===== src/rtl/uart_rx.sv =====
// 8N1 UART receiver: synchronizes RX, validates the start bit, samples 8 data bits
// LSB-first at mid-bit, checks the stop bit, and holds the byte behind a rdy/clr_rdy handshake.
module uart_rx #(
  parameter int BAUD_DIV = 2604
) (
  input  logic       clk,
  input  logic       rst,
  input  logic       RX,
  input  logic       clr_rdy,
  output logic [7:0] rx_data,
  output logic       rdy,
  output logic       frm_err,
  output logic       overrun
);

  localparam int CNT_W = $clog2(BAUD_DIV);
  // The counter holds "cycles remaining minus one", so a full bit period fits in CNT_W bits.
  localparam logic [CNT_W-1:0] HALF_M1 = CNT_W'(BAUD_DIV / 2 - 1);
  localparam logic [CNT_W-1:0] FULL_M1 = CNT_W'(BAUD_DIV - 1);

  typedef enum logic [1:0] {S_IDLE, S_START, S_DATA, S_STOP} state_t;

  state_t           r_state, w_next;
  logic             r_rx_meta, r_rx_s;
  logic [CNT_W-1:0] r_baud_cnt;
  logic [3:0]       r_bit_cnt;
  logic [7:0]       r_shift;
  logic             r_brk;
  logic [7:0]       r_rx_data;
  logic             r_rdy, r_frm_err, r_overrun;

  logic w_expire, w_load_half, w_load_full, w_clr_bits, w_shift, w_good, w_bad;

  assign w_expire = (r_baud_cnt == '0);

  // NOTE: every output of this block gets a default first, so no path can infer a latch.
  always_comb begin
    w_next      = r_state;
    w_load_half = 1'b0;
    w_load_full = 1'b0;
    w_clr_bits  = 1'b0;
    w_shift     = 1'b0;
    w_good      = 1'b0;
    w_bad       = 1'b0;
    unique case (r_state)
      S_IDLE: begin
        // After a low stop bit the line must return high before a new start is accepted.
        if (!r_brk && !r_rx_s) begin
          w_load_half = 1'b1;
          w_next      = S_START;
        end
      end
      S_START: begin
        if (w_expire) begin
          if (r_rx_s) begin
            w_next = S_IDLE;
          end else begin
            w_load_full = 1'b1;
            w_clr_bits  = 1'b1;
            w_next      = S_DATA;
          end
        end
      end
      S_DATA: begin
        if (w_expire) begin
          w_shift     = 1'b1;
          w_load_full = 1'b1;
          if (r_bit_cnt == 4'd7) w_next = S_STOP;
        end
      end
      S_STOP: begin
        if (w_expire) begin
          w_good = r_rx_s;
          w_bad  = ~r_rx_s;
          w_next = S_IDLE;
        end
      end
      default: w_next = S_IDLE;
    endcase
  end

  // NOTE: sequential state uses non-blocking assignments so every flop samples pre-edge values.
  always_ff @(posedge clk) begin
    if (rst) r_state <= S_IDLE;
    else     r_state <= w_next;
  end

  always_ff @(posedge clk) begin
    if (rst) begin
      r_rx_meta  <= 1'b1;
      r_rx_s     <= 1'b1;
      r_baud_cnt <= '0;
      r_bit_cnt  <= '0;
      r_shift    <= '0;
      r_brk      <= 1'b0;
      r_rx_data  <= 8'h00;
      r_rdy      <= 1'b0;
      r_frm_err  <= 1'b0;
      r_overrun  <= 1'b0;
    end else begin
      r_rx_meta <= RX;
      r_rx_s    <= r_rx_meta;

      if (w_load_half)            r_baud_cnt <= HALF_M1;
      else if (w_load_full)       r_baud_cnt <= FULL_M1;
      else if (!w_expire)         r_baud_cnt <= r_baud_cnt - CNT_W'(1);

      if (w_clr_bits)             r_bit_cnt <= '0;
      else if (w_shift)           r_bit_cnt <= r_bit_cnt + 4'd1;

      if (w_shift) r_shift <= {r_rx_s, r_shift[7:1]};

      r_frm_err <= w_bad;
      r_overrun <= w_good & r_rdy & ~clr_rdy;

      // A completing byte wins over a simultaneous clear.
      if (w_good) begin
        r_rx_data <= r_shift;
        r_rdy     <= 1'b1;
      end else if (clr_rdy) begin
        r_rdy     <= 1'b0;
      end

      if (w_bad)                              r_brk <= 1'b1;
      else if (r_state == S_IDLE && r_rx_s)   r_brk <= 1'b0;
    end
  end

  assign rx_data = r_rx_data;
  assign rdy     = r_rdy;
  assign frm_err = r_frm_err;
  assign overrun = r_overrun;

endmodule

===== config.mk =====
export PLATFORM = sky130hd
export DESIGN_NAME = uart_rx
export DESIGN_NICKNAME = d
export VERILOG_FILES = /design/src/rtl/uart_rx.sv
export SDC_FILE = /design/constraint.sdc
export NUM_CORES = 1
export LEC_CHECK = 0
export BUFFER_PORTS_ARGS = -buffer_cell sky130_fd_sc_hd__buf_2
export CELL_PAD_IN_SITES_DETAIL_PLACEMENT = 1
export CELL_PAD_IN_SITES_GLOBAL_PLACEMENT = 2
export CORE_MARGIN = 2
export CORE_UTILIZATION = 30
export CTS_BUF_LIST = sky130_fd_sc_hd__clkbuf_8
export DETAILED_ROUTE_END_ITERATION = 16
export GPL_TIMING_DRIVEN = 1
export HOLD_SLACK_MARGIN = 0.02
export PLACE_DENSITY = 0.71
export SYNTH_ARGS = -nofsm -noshare
export SYNTH_HDL_FRONTEND = slang
export SYNTH_SLANG_ARGS = --single-unit

===== constraint.sdc =====
create_clock -name clk -period 1.81 [get_ports clk]
set_input_delay 0.0905 -clock clk [delete_from_list [all_inputs] [get_ports clk]]
set_output_delay 0.0905 -clock clk [all_outputs]
set_load 0.05 [all_outputs]

==> out/metrics.cfg <==
[synthesis]
syn_area_per_cell_um2=8.830
syn_inst=210
synth_area_leaders=dfxtp_1 43%, a21oi_1 6.7%, ha_1 5.4%
synth_edf_count=0
postSynth.asyncResetShare=0
ys_warn_count=0
syn_area_um2=1854
synth_top_area_frac=0.4318
synth_top_area_cell=dfxtp_1
synth_ff_type=dfxtp_1
synth_seq_area_share=0.4318
postSynthNetCount=222
ys_seq_elements=40
synth.distinct_cells=42

[setup_path]
critPathArrivalTime_ns=1.97
critPathKind=flop to flop
crit_fanout=3
r2r-end=r_baud_cnt[4]
crit_path_start_kind=flop
end_kind=flop
worstSetupStartpoint=r_baud_cnt[1]
critPathRequiredTime_ns=1.98
r2r_cells=7
setup.worst_path.end=r_baud_cnt[4]
regToRegStartpoint=r_baud_cnt[1]
rrSetupSlack_ns=0.007

[routing]
wirelength_um=4490
drt_iter0_drc=49
drc=0
dr.pass1.iters=4
wl_per_cell_um=13.82
antenna_left=0
vias_per_cell=4.926
routed-via-count=1601

[clock_network]
clk_pin_slew_worst_paths_ns=0.08
cts_buffers=5
clock-sinks=40
cts_tree=yes
clk_latency_ns=0.29
cts_max_path_buffers=2
cts_root_buf=clkbuf_8
htreeDepth=2

[sta]
layout_setup_ws_ns=0.007123
fin_skew_ns=0.009528
relSlewSlack=0.7490
worstMarginPinSlew_ns=0.3726
rsz0062_at_grt=yes
finalHoldViolCount=0
finalCritPeriodShare=0.9961
finalSetupViolCount=0
max_freq_ghz=0.5547
post-route-min-period_ns=1.803
drv_slew=0

[global_route]
antenna_found_initial=0
globalRouteTotalUtil=0.1433
grt_max_degree=22
grt-ovfl-total=0
grt_pass1_vias=1575
grt_pass1_wl_um=7521

[floorplan]
start_util=0.3113
dieArea_um2=6826
ios=15
die_h_um=82.62
num_rows=28
core_area_um2=5956
die_x_um=82.62

[power]
peakVddDrop_mv=0.4980
finalPower_mw=3.467
p_leak_nw=0.9166
cellPowerDensity_nw_per_um2=1469

[cells_and_area]
antenna_cells=0
multiInputGateArea_um2=1046
mostFrequentLayoutCells=36 x dfxtp_1, 26 x buf_4, 24 x a21oi_1, 19 x nand2_1, 19 x nor2_1
fillers=692
syn_to_final_growth_pct=27.26
post-route-util=0.3962
drive_gt1_frac=0.3080
final_cells=325
seqCellArea_um2=805.8
nets=261
final_common_cell=dfxtp_1

[worst_hold_path]
hold_path.class=input pin to flop

[placed_design]
dp_cells=311
place.gp.congestion=0.7467
dp_hpwl_um=3129
post-place-ws_ns=-0.1700
portBuffers=14

[status]
status=complete, no violations

[job]
cap_violations=0

## synth_stat cells (2+ instances only)
cell type  instances
nand3_1           10
nand2_1           19
a211oi_1           5
nand2b_1           3
nand3_2            2
dfxtp_1           40
nand4_1            3
buf_2              3
nor4_1             2
ha_1               8
and3_1             2
clkbuf_1           4
nor2_1            20
or2_2              2
nand3b_1           2
xnor2_1            2
o21ai_0           10
a31oi_1            2
nor3b_1            2
mux2i_1           10
a21oi_1           25
nor3_1             7
inv_1              8
## layer usage
layer / GRT usage / vias up / wire (um) / part of all wire
li1: - / 819 / - / -
met1: 0.2075 / 763 / 2280 / 0.51
met2: 0.2137 / 17 / 2044 / 0.46
met3: 0.03043 / 2 / 137 / 0.031
met4: 0.03934 / 0 / 27 / 0.0060
met5: 0 / - / 0 / 0
## critical path, stage by stage, from the launching register on
cell and delay (ns):
dfxtp_2 0.33, inv_2 0.07, ha_4 0.14, or4b_4 0.50, or3_4 0.36, nand3_2 0.09
xnor2_1 0.11, a21oi_1 0.08
## state kept, by name (all words and copies together), names as in the netlist, named ones only
register	cells
r_baud_cnt	12
r_shift	8
rx_data	8
r_bit_cnt	4
frm_err	1
overrun	1
r_brk	1
r_rx_meta	1
r_rx_s	1
r_state	1
rdy	1
## final cells by class
cell class	count	share of cell area
sequential	40	0.3415
clock buffer	6	0.03499
multi-input combinational	152	0.4433
inverter	8	0.01273
clock inverter	2	0.006363
tap	75	0.03977
timing repair buffer	42	0.1214
## how the worst min path moves through the flow
stage / to / cells after the start / slack [ns] / startpoint
after floorplan: r_rx_meta / 1 / 0.19 / RX
after global placement: r_rx_meta / 2 / 0.28 / RX
after detailed placement: r_rx_meta / 2 / 0.29 / RX
after CTS: overrun / 3 / 0.08 / clr_rdy
after global routing: overrun / 3 / 0.12 / clr_rdy
final: overrun / 3 / 0.09 / clr_rdy
## power by group
| part | leakage (nW) | switching [mW] | total [mW] | internal, mW |
|---|---|---|---|---|
| Combinational | 0.547 | 0.828 | 1.67 | 0.846 |
| Sequential | 0.326 | 0.152 | 1.16 | 1.00 |
| Clock | 0.0434 | 0.329 | 0.638 | 0.309 |
## kinds of logic after synthesis
kind of cell,after synthesis,synth area share
AOI/OAI and AO/OA,46,0.1437
xor gates and xnor gates,3,0.01417
adders and majority gates,8,0.05398
buffers and inverters,18,0.04723
DFF,40,0.4318
muxes,10,0.05398
and+or+nand+nor,85,0.2551
## what timing repair did
item | 4_1_cts | 5_1_grt
setup endpoints to repair | 11 | 14
pin swaps | 6 | 7
setup buffers | 0 | 5
hold buffers | 1 | 0
hold endpoints to repair | 1 | 0
gates resized for setup | 9 | 10
## per-stage QoR
| stage | cell area (um2) | setup TNS, ns | hold slack, ns |
|---|---|---|---|
| 2_1_floorplan | 1867 | -0.001089 | 0.1943 |
| 3_3_place_gp | 2138 | -0.3733 | 0.2832 |
| 5_1_grt | 2360 | -0.2534 | 0.1191 |
| 3_5_place_dp | 2138 | -0.6406 | 0.2855 |
| 6_report | 2360 | 0 | 0.09093 |
| 4_1_cts | 2290 | -0.03081 | 0.07623 |
No activity file was read; power rests on OpenSTA's default activity.
